File: config.mk
export PLATFORM = sky130hd
export DESIGN_NAME = alu_sequencer
export DESIGN_NICKNAME = d
export VERILOG_FILES = /design/src/rtl/alu_seq_pkg.sv /design/src/rtl/alu_sequencer_op_class_decode.sv /design/src/rtl/alu_sequencer.sv
export SDC_FILE = /design/constraint.sdc
export NUM_CORES = 1
export LEC_CHECK = 0
export ABC_AREA = 1
export BUFFER_PORTS_ARGS = -buffer_cell sky130_fd_sc_hd__clkbuf_2
export CORE_AREA = 2 2 52 54
export CTS_CLUSTER_DIAMETER = 80
export DETAILED_ROUTE_END_ITERATION = 6
export DIE_AREA = 0 0 54 56
export GPL_TIMING_DRIVEN = 0
export PLACE_DENSITY_LB_ADDON = 0.25
export REMOVE_ABC_BUFFERS = 1
export SYNTH_ARGS = -nofsm -noshare
export SYNTH_HDL_FRONTEND = slang
export SYNTH_SLANG_ARGS = --single-unit
File: constraint.sdc
create_clock -name clk -period 1.3 [get_ports clk]
set_input_delay 0.13 -clock clk [delete_from_list [all_inputs] [get_ports clk]]
set_output_delay 0.13 -clock clk [all_outputs]
set_load 0.005 [all_outputs]
File: src/rtl/alu_seq_pkg.sv
// Shared opcode map, opcode classification helpers and FSM state encoding
// for the ALU micro-sequencer.
package alu_seq_pkg;

  localparam int unsigned OP_W = 5;

  localparam logic [OP_W-1:0] OP_ADD = 5'd1;
  localparam logic [OP_W-1:0] OP_SUB = 5'd2;
  localparam logic [OP_W-1:0] OP_AND = 5'd3;
  localparam logic [OP_W-1:0] OP_OR  = 5'd4;
  localparam logic [OP_W-1:0] OP_XOR = 5'd5;
  localparam logic [OP_W-1:0] OP_SHL = 5'd6;
  localparam logic [OP_W-1:0] OP_SHR = 5'd7;
  localparam logic [OP_W-1:0] OP_MUL = 5'd8;
  localparam logic [OP_W-1:0] OP_DIV = 5'd9;
  localparam logic [OP_W-1:0] OP_NEG = 5'd10;
  localparam logic [OP_W-1:0] OP_NOT = 5'd11;

  typedef enum logic [2:0] {
    ST_IDLE  = 3'd0,
    ST_LOADA = 3'd1,
    ST_EXEC  = 3'd2,
    ST_WRLO  = 3'd3,
    ST_WRHI  = 3'd4
  } state_t;

  // Two-operand ops: source A is staged into Y before EXEC.
  function automatic logic op_is_binary(input logic [OP_W-1:0] op);
    logic r;
    r = 1'b0;
    case (op)
      OP_ADD, OP_SUB, OP_AND, OP_OR, OP_XOR,
      OP_SHL, OP_SHR, OP_MUL, OP_DIV: r = 1'b1;
      default: r = 1'b0;
    endcase
    return r;
  endfunction

  function automatic logic op_is_unary(input logic [OP_W-1:0] op);
    logic r;
    r = 1'b0;
    case (op)
      OP_NEG, OP_NOT: r = 1'b1;
      default: r = 1'b0;
    endcase
    return r;
  endfunction

  function automatic logic op_is_legal(input logic [OP_W-1:0] op);
    return op_is_binary(op) | op_is_unary(op);
  endfunction

  // Double-width result: written back through LO and HI.
  function automatic logic op_is_wide(input logic [OP_W-1:0] op);
    return (op == OP_MUL) || (op == OP_DIV);
  endfunction

endpackage

File: src/rtl/alu_sequencer_op_class_decode.sv
// Opcode classifier: legal / unary / wide (MUL-DIV) flags for one opcode.
module op_class_decode
  import alu_seq_pkg::*;
#(
  parameter int unsigned OPW = 5
) (
  input  logic [OPW-1:0] op,
  output logic           legal,
  output logic           unary,
  output logic           wide
);

  logic            hi_zero;
  logic [OP_W-1:0] op_n;

  assign op_n = OP_W'(op);

  // Opcodes wider than the table are only legal when the extra bits are zero.
  generate
    if (OPW > OP_W) begin : g_hi
      assign hi_zero = ~|op[OPW-1:OP_W];
    end else begin : g_nohi
      assign hi_zero = 1'b1;
    end
  endgenerate

  assign legal = hi_zero & op_is_legal(op_n);
  assign unary = hi_zero & op_is_unary(op_n);
  assign wide  = hi_zero & op_is_wide(op_n);

endmodule

File: src/rtl/alu_sequencer.sv
// Micro-sequencer driving register-file / ALU / Y / Z / HI / LO strobes for
// one operation at a time: load A into Y, execute, write back LO (and HI).
module alu_sequencer
  import alu_seq_pkg::*;
#(
  parameter int unsigned OPW = 5,
  parameter int unsigned RSW = 4
) (
  input  logic           clk,
  input  logic           clr,
  input  logic           req_valid,
  output logic           req_ready,
  input  logic [OPW-1:0] req_op,
  input  logic [RSW-1:0] req_ra,
  input  logic [RSW-1:0] req_rb,
  input  logic [RSW-1:0] req_rc,
  input  logic           alu_ready,
  output logic [RSW-1:0] reg_sel,
  output logic           reg_out,
  output logic           reg_in,
  output logic           y_in,
  output logic           z_in,
  output logic           zlo_out,
  output logic           zhi_out,
  output logic           hi_in,
  output logic           lo_in,
  output logic [OPW-1:0] alu_op,
  output logic           busy,
  output logic           done,
  output logic           err
);

  state_t         state;
  state_t         state_nxt;
  logic [OPW-1:0] op_q;
  logic [RSW-1:0] ra_q;
  logic [RSW-1:0] rb_q;
  logic [RSW-1:0] rc_q;
  logic           wide_q;
  logic           err_q;
  logic           accept;
  logic           dec_legal;
  logic           dec_unary;
  logic           dec_wide;

  op_class_decode #(.OPW(OPW)) u_dec (
    .op    (req_op),
    .legal (dec_legal),
    .unary (dec_unary),
    .wide  (dec_wide)
  );

  assign accept = (state == ST_IDLE) && req_valid;

  // State register, request capture and the one-cycle illegal-opcode flag.
  always_ff @(posedge clk) begin
    if (clr) begin
      state  <= ST_IDLE;
      op_q   <= '0;
      ra_q   <= '0;
      rb_q   <= '0;
      rc_q   <= '0;
      wide_q <= 1'b0;
      err_q  <= 1'b0;
    end else begin
      state <= state_nxt;
      err_q <= accept && !dec_legal;
      if (accept) begin
        op_q   <= req_op;
        ra_q   <= req_ra;
        rb_q   <= req_rb;
        rc_q   <= req_rc;
        wide_q <= dec_wide;
      end
    end
  end

  // Next-state logic.
  always_comb begin
    state_nxt = state;
    case (state)
      ST_IDLE: begin
        if (req_valid && dec_legal) begin
          state_nxt = dec_unary ? ST_EXEC : ST_LOADA;
        end
      end
      ST_LOADA: state_nxt = ST_EXEC;
      ST_EXEC: begin
        if (alu_ready) begin
          state_nxt = ST_WRLO;
        end
      end
      ST_WRLO:  state_nxt = wide_q ? ST_WRHI : ST_IDLE;
      ST_WRHI:  state_nxt = ST_IDLE;
      default:  state_nxt = ST_IDLE;
    endcase
  end

  // Output decode; clr forces everything low in the same cycle.
  always_comb begin
    req_ready = 1'b0;
    reg_sel   = '0;
    reg_out   = 1'b0;
    reg_in    = 1'b0;
    y_in      = 1'b0;
    z_in      = 1'b0;
    zlo_out   = 1'b0;
    zhi_out   = 1'b0;
    hi_in     = 1'b0;
    lo_in     = 1'b0;
    alu_op    = '0;
    busy      = 1'b0;
    done      = 1'b0;
    err       = 1'b0;
    if (!clr) begin
      busy = (state != ST_IDLE);
      case (state)
        ST_IDLE: begin
          req_ready = 1'b1;
          err       = err_q;
        end
        ST_LOADA: begin
          reg_sel = rb_q;
          reg_out = 1'b1;
          y_in    = 1'b1;
        end
        ST_EXEC: begin
          reg_sel = rc_q;
          reg_out = 1'b1;
          alu_op  = op_q;
          z_in    = alu_ready;
        end
        ST_WRLO: begin
          zlo_out = 1'b1;
          if (wide_q) begin
            lo_in = 1'b1;
          end else begin
            reg_sel = ra_q;
            reg_in  = 1'b1;
            done    = 1'b1;
          end
        end
        ST_WRHI: begin
          zhi_out = 1'b1;
          hi_in   = 1'b1;
          done    = 1'b1;
        end
        default: begin
          busy = 1'b0;
        end
      endcase
    end
  end

endmodule

==> out/results.tsv, run 1 <==
metric	value	unit
status	finished, violations left	
failing checks	setup timing	
WL final	3910	um
Final min period	1.57	ns
largest net degree at the start of global routing	19	
Initial Util	0.464	
via count	1363	
area of the core	2430	um^2
CP Cell Sequence	inv_4, nand3_4, nor2_4, nand2_2, o211ai_1, nand2_1, inv_1, clkbuf_2	
clock sinks	22	
most common cell after layout, fill and taps aside	clkbuf_2	
CP max-delay cell	dfxtp_2	
fin. max-slew vios	0	
Placed Instance Area	1320	um^2
fraction of layout cells with a size suffix above 1	0.562	
Seq/Total Area, Yosys	0.390	
most frequent cells in the layout	32 x clkbuf_2, 28 x nand2_1, 23 x inv_1, 19 x dfxtp_1, 15 x o21ai_2	
Crit. End Element	output pin	
Buf+Inv Stages, Crit Path	3	
Setup CP Type	reg2out	
crit path DAT	1.44	ns
Post-Syn Area	1130	um^2
Slew @ Worst Pin	0.547	ns
unrepaired setup endpoints after global routing	yes	
nets	255	
CP required	1.17	ns
H-Tree Depth	1	
Synth Instances	171	
Max Fclk	0.637	GHz
CTS Buf Count	3	
die height	56	um
clk root buf	clkbuf_4	
Die X	54	um
Fin Setup TNS	-5.92	ns
# rows	18	
crit-path max cell delay	0.36	ns
area grow syn2layout	63.9	%
max-cap violations	0	
gr ovfl total	0	
gpl congestion	0.833	
Vias/cell	5.18	
slew margin rel.	0.635	
PortBufs	41	
final period utilization	1.21	
Finished Cell Area	1850	um^2
Bufs on Longest Clock Path	2	
maximum vdd ir drop	0.867	mV
residual DRC count	0	
Yosys warnings	0	
Mapped Avg Cell Area	6.60	um^2
worst-path maximum fanout	5	
initial antenna violation count	0	
1st-pass router iterations	4	
Final WS setup	-0.269	ns
Leak	0.892	nW
Yosys top cell area share	0.390	
Setup Skew	0.0109	ns
endpoints failing hold	0	
Crit path max-delay family	simple AND/OR/NAND/NOR gates	
DPL Wire Length	1810	um
gr usage total	0.231	
cell taking the most area after synthesis	dfxtp_1	
number of synthesized register bits	22	
Area contributors post-synth	dfxtp_1 39%, nand2_1 13%, inv_1 9.0%	
synth unique cells	22	
Inserted Diodes	0	
startpoint types	flop	
first-pass GRT wire length	5270	um
setup violators final	41	
TritonCTS clock tree	done	
latest clock arrival within the worst-skew pair	0.31	ns
DRT iter0 DRCs	62	
PD cells	952	nW/um^2
Die ar.	3020	um^2
DR WL/cell	14.9	um
clock slew at reported path FFs	0.13	ns
Ports	42	
worst min-delay path class	in2reg	
antenna viol nets, final	0	
vias in the first global route	1215	
==> registers in the layout (all words and copies together), names as in the netlist <==
name / cells
ra_q: 4
rb_q: 4
op_q: 5
rc_q: 4
err_q: 1
wide_q: 1
state: 3
==> area by class of cell <==
| cell class | count | area [um^2] |
|---|---|---|
| clock buffer | 4 | 36.3 |
| tap | 30 | 37.5 |
| sequential | 22 | 449 |
| timing repair inverter | 1 | 7.51 |
| timing repair buffer | 61 | 394 |
| inverter | 29 | 125 |
| fill | 175 | 583 |
| multi-input combinational | 116 | 800 |
==> worst paths after layout <==
path / start / end / slack, ns / cells after the start
worst max-delay path: state[2]$_SDFFE_PP0P_ / reg_sel[1] / -0.27 / 8
worst min-delay path: req_rc[0] / rc_q[0]$_SDFFE_PP0N_ / 0.004 / 3
worst max register to register: state[1]$_SDFFE_PP0P_ / state[1]$_SDFFE_PP0P_ / -0.19 / 9
worst min register to register: rb_q[0]$_SDFFE_PP0N_ / rb_q[0]$_SDFFE_PP0N_ / 0.47 / 2
==> synthesized netlist by cell type <==
library cell	instances
nand3_1	9
o221ai_1	1
dfxtp_1	22
o21ai_1	8
buf_2	3
nor3_1	3
nand2_4	2
inv_1	27
a21oi_2	1
buf_6	2
o211ai_1	2
a21oi_1	15
clkbuf_1	1
nand2_1	38
nor2_2	2
buf_4	1
o21ai_0	8
nor2_1	21
inv_4	1
nor2_4	1
nand4_1	2
inv_2	1
==> report_power, final <==
group,leakage [nW],internal [mW],switching (mW),total [mW]
sequential,0.184,0.744,0.0417,0.785
clock,0.0210,0.171,0.211,0.382
combinational,0.687,0.242,0.350,0.592
==> worst register-to-register path: stages, from the launching register on <==
cell	delay, ns
dfxtp_4	0.39
buf_4	0.15
nor2_4	0.16
nand2_4	0.10
clkinv_4	0.07
buf_12	0.15
buf_8	0.12
nand2_2	0.07
a21oi_2	0.12
nor2_1	0.05
==> metrics by stage <==
step,util,setup WS [ns],instances,hold WS [ns],total power [mW]
after floorplan,-,0.143,164,0.199,0.986
after global placement,0.544,-0.335,235,0.331,1.08
after detailed placement,0.544,-0.354,235,0.337,1.10
after CTS,0.655,-0.231,256,0.00528,1.58
after global routing,0.760,-0.337,263,0.0157,1.85
final,0.760,-0.269,263,0.00419,1.76
==> per-layer routing <==
metal	part of all wire	track usage	wire length [um]	vias up
li1	-	-	-	668
met1	0.41	0.311	1600	618
met2	0.48	0.369	1900	61
met3	0.057	0.0296	222	16
met4	0.050	0.0821	196	0
met5	0	0	0	-
==> cell families (layout without fill, tap and decap cells) <==
logic type      count (synthesis)  after routing  synth area share
buf+inv                        36             95             0.142
simple gates                   78             81             0.302
compound gates                 35             35             0.166
flops                          22             22             0.390
==> what timing repair did <==
| item | CTS | global route |
|---|---|---|
| pin swaps | 10 | 18 |
| hold buffers | 0 | 0 |
| endpoints found under the setup margin | 22 | 42 |
| cloned | 2 | 2 |
| resized for setup | 39 | 62 |
| setup buffers | 15 | 6 |
Power figures use the tool's default switching activity.
==> run 2: changes to the inputs <==
- ABC_AREA: 1 -> unset
==> run 2 against run 1 <==
  * The run still ends with setup timing left
  * Highest routed layer unchanged
  * Critical endpoint is now done
  * Maximum frequency down 5.9%
  * Final area down 9.8%
  * Combinational power down 38%
==> out/results.tsv, run 2 <==
metric	value	unit	change
Post-Syn Area	1120	um^2	-1.1%
fin. max-slew vios	0		unchanged
Die X	54	um	unchanged
gpl congestion	0.712		-15%
R2R Path End	ra_q[1]$_SDFFE_PP0N_		
Initial Util	0.459		-0.00514
Final WS setup	-0.367	ns	-0.0982 ns
cell taking the most area after synthesis	dfxtp_1		
DPL Wire Length	1780	um	-1.6%
Finished Cell Area	1670	um^2	-9.8%
CP required	1.17	ns	about the same
clk root buf	clkbuf_4		
Synth Instances	137		-20%
r2r setup slk	-0.13	ns	+0.06 ns
top cells by count, synth	27 x nand2_1, 22 x dfxtp_1, 18 x a21oi_1		
1st-pass router iterations	4		unchanged
Hold-fix buffers, CTS	0		unchanged
max-cap violations	0		unchanged
DRT iter0 DRCs	48		-23%
CTS Buf Count	3		unchanged
antenna viol nets, final	0		unchanged
area grow syn2layout	49.4	%	
CP Capture Point	done		
area of the core	2430	um^2	unchanged
Die ar.	3020	um^2	unchanged
vias in the first global route	1169		-3.8%
Mapped Avg Cell Area	8.15	um^2	+23%
fraction of layout cells with a size suffix above 1	0.503		-0.0596
Area contributors post-synth	dfxtp_1 39%, nand2_1 9.1%, a21oi_1 8.1%		
Final min period	1.67	ns	+0.0982 ns
setup violators final	40		-2.4%
register area	455	um^2	+1.4%
status	finished, violations left		
TritonCTS clock tree	done		
gr usage total	0.258		+0.0274
number of synthesized register bits	22		unchanged
initial antenna violation count	0		unchanged
nets	215		-16%
Multi-input gate area	757	um^2	-5.3%
worst min-delay path class	in2reg		
WL final	3750	um	-4.3%
via count	1268		-7.0%
HP Start	req_ra[2]		
# rows	18		unchanged
clock slew at reported path FFs	0.12	ns	about the same
first-pass GRT wire length	5780	um	+9.7%
max FFs per register	5		unchanged
Util after Layout	0.686		-0.0746
ys flop type	dfxtp_1		
Top reg by flops	op_q		
Inserted Diodes	0		unchanged
startpoint types	flop		
Vias/cell	5.69		+9.7%
Yosys top cell area share	0.395		+0.00437
ys async rst share	0		unchanged
Post-synth EDFFs	0		unchanged
Setup crit start	state[1]$_SDFFE_PP0P_		
Bufs on Longest Clock Path	2		unchanged
crit path DAT	1.54	ns	+0.10 ns
gr ovfl total	0		unchanged
DR WL/cell	16.8	um	+13%
latest clock arrival within the worst-skew pair	0.32	ns	about the same
largest net degree at the start of global routing	25		+6
fillers	213		+22%
Max Fclk	0.600	GHz	-5.9%
Setup CP Type	reg2out		
Crit. End Element	output pin		
failing checks	setup timing		
Yosys warnings	0		unchanged
Placed Instance Area	1300	um^2	-2.0%
worst flop-to-flop path startpoint	state[2]$_SDFFE_PP0P_		
unrepaired setup endpoints after global routing	yes		
worst-path maximum fanout	8		+3
endpoints failing hold	0		unchanged
Ports	42		unchanged
Setup Skew	0.00468	ns	-0.00619 ns
Leak	0.750	nW	-16%
slew margin rel.	0.630		-0.00508
maximum vdd ir drop	0.775	mV	-11%
PD cells	910	nW/um^2	-4.3%
synth unique cells	33		+50%
top-count cell post-synth	nand2_1		
H-Tree Depth	1		unchanged
most common cell after layout, fill and taps aside	clkbuf_2		
final period utilization	1.28		+0.0755
die height	56	um	unchanged
most frequent cells in the layout	37 x clkbuf_2, 24 x nand2_1, 18 x dfxtp_1, 16 x a21oi_1, 12 x buf_4		
Seq/Total Area, Yosys	0.395		+0.00437
clock sinks	22		unchanged
R2R depth	4		-5
PortBufs	41		unchanged
Slew @ Worst Pin	0.555	ns	+0.00762 ns
residual DRC count	0		unchanged
-- run 2: cell count changes after synthesis, sizes merged, moves of 4 or more --
cell / change
inv: -26
nand2: -13
o21ai: -13
nor2: -11
and2: +10
nand3: -9
nand2b: +6
nor4b: +4
-- run 2: per-layer routing --
| metal | GRT usage | wire (um) | vias to the layer above |
|---|---|---|---|
| li1 | - | - | 586 |
| met1 | 0.341 | 1480 | 610 |
| met2 | 0.409 | 1930 | 58 |
| met3 | 0.0242 | 197 | 14 |
| met4 | 0.125 | 144 | 0 |
| met5 | 0 | 0 | - |
-- run 2: area by class of cell --
class	instances	share of cell area
repair buffers	58	0.222
inverters	3	0.00675
clock buffers	4	0.0218
flip-flops and latches	22	0.273
well taps	30	0.0225
multi-input cells	106	0.454
-- run 2: cell families after synthesis --
kind of cell / count (synthesis) / share of synthesized area
and+or+nand+nor: 73 / 0.373
AOI/OAI and AO/OA: 29 / 0.158
DFF: 22 / 0.395
buffers and inverters: 12 / 0.0661
xor gates and xnor gates: 1 / 0.00785
-- run 2: where the power goes --
| group | total (mW) | leakage, nW | switching [mW] | internal (mW) |
|---|---|---|---|---|
| combinational | 0.369 | 0.545 | 0.193 | 0.176 |
| clock | 0.388 | 0.0210 | 0.216 | 0.171 |
| sequential | 0.762 | 0.184 | 0.0395 | 0.722 |
-- run 2: metrics by stage --
step | power [mW] | TNS (ns) | hold WS [ns] | cells | setup slack (ns)
after global placement | 0.998 | -9.34 | 0.355 | 199 | -0.443
after global routing | 1.59 | -9.16 | 0.00457 | 223 | -0.465
final | 1.52 | -7.22 | 0.0132 | 223 | -0.367
after CTS | 1.47 | -5.87 | 0.0116 | 223 | -0.298
after floorplan | 0.904 | -1.22 | 0.199 | 128 | -0.0934
after detailed placement | 1.00 | -10.57 | 0.361 | 199 | -0.475
-- run 2: critical path, cell delays in order (launching register included) --
cell and delay [ns]:
dfxtp_4 0.40, buf_4 0.16, nor4b_2 0.38, or2_2 0.18
clkbuf_2 0.10
-- run 2: worst min path at each step --
stage                                 endpoint  slack (ns)  depth (start not counted)
after global placement    rb_q[0]$_SDFFE_PP0N_        0.35                          3
after CTS                 ra_q[2]$_SDFFE_PP0N_        0.01                          3
after floorplan           op_q[0]$_SDFFE_PP0N_        0.20                          1
after detailed placement  ra_q[2]$_SDFFE_PP0N_        0.36                          3
final                     ra_q[2]$_SDFFE_PP0N_        0.01                          3
after global routing      ra_q[0]$_SDFFE_PP0N_       0.005                          3
-- run 2: repair_timing --
item / 4_1_cts / 5_1_grt
setup buffers: 17 / 0
pin swaps: 10 / 0
setup endpoints to repair: 41 / 41
cloned: 3 / 0
endpoints found under the hold margin: 0 / 0
resized for setup: 31 / 19
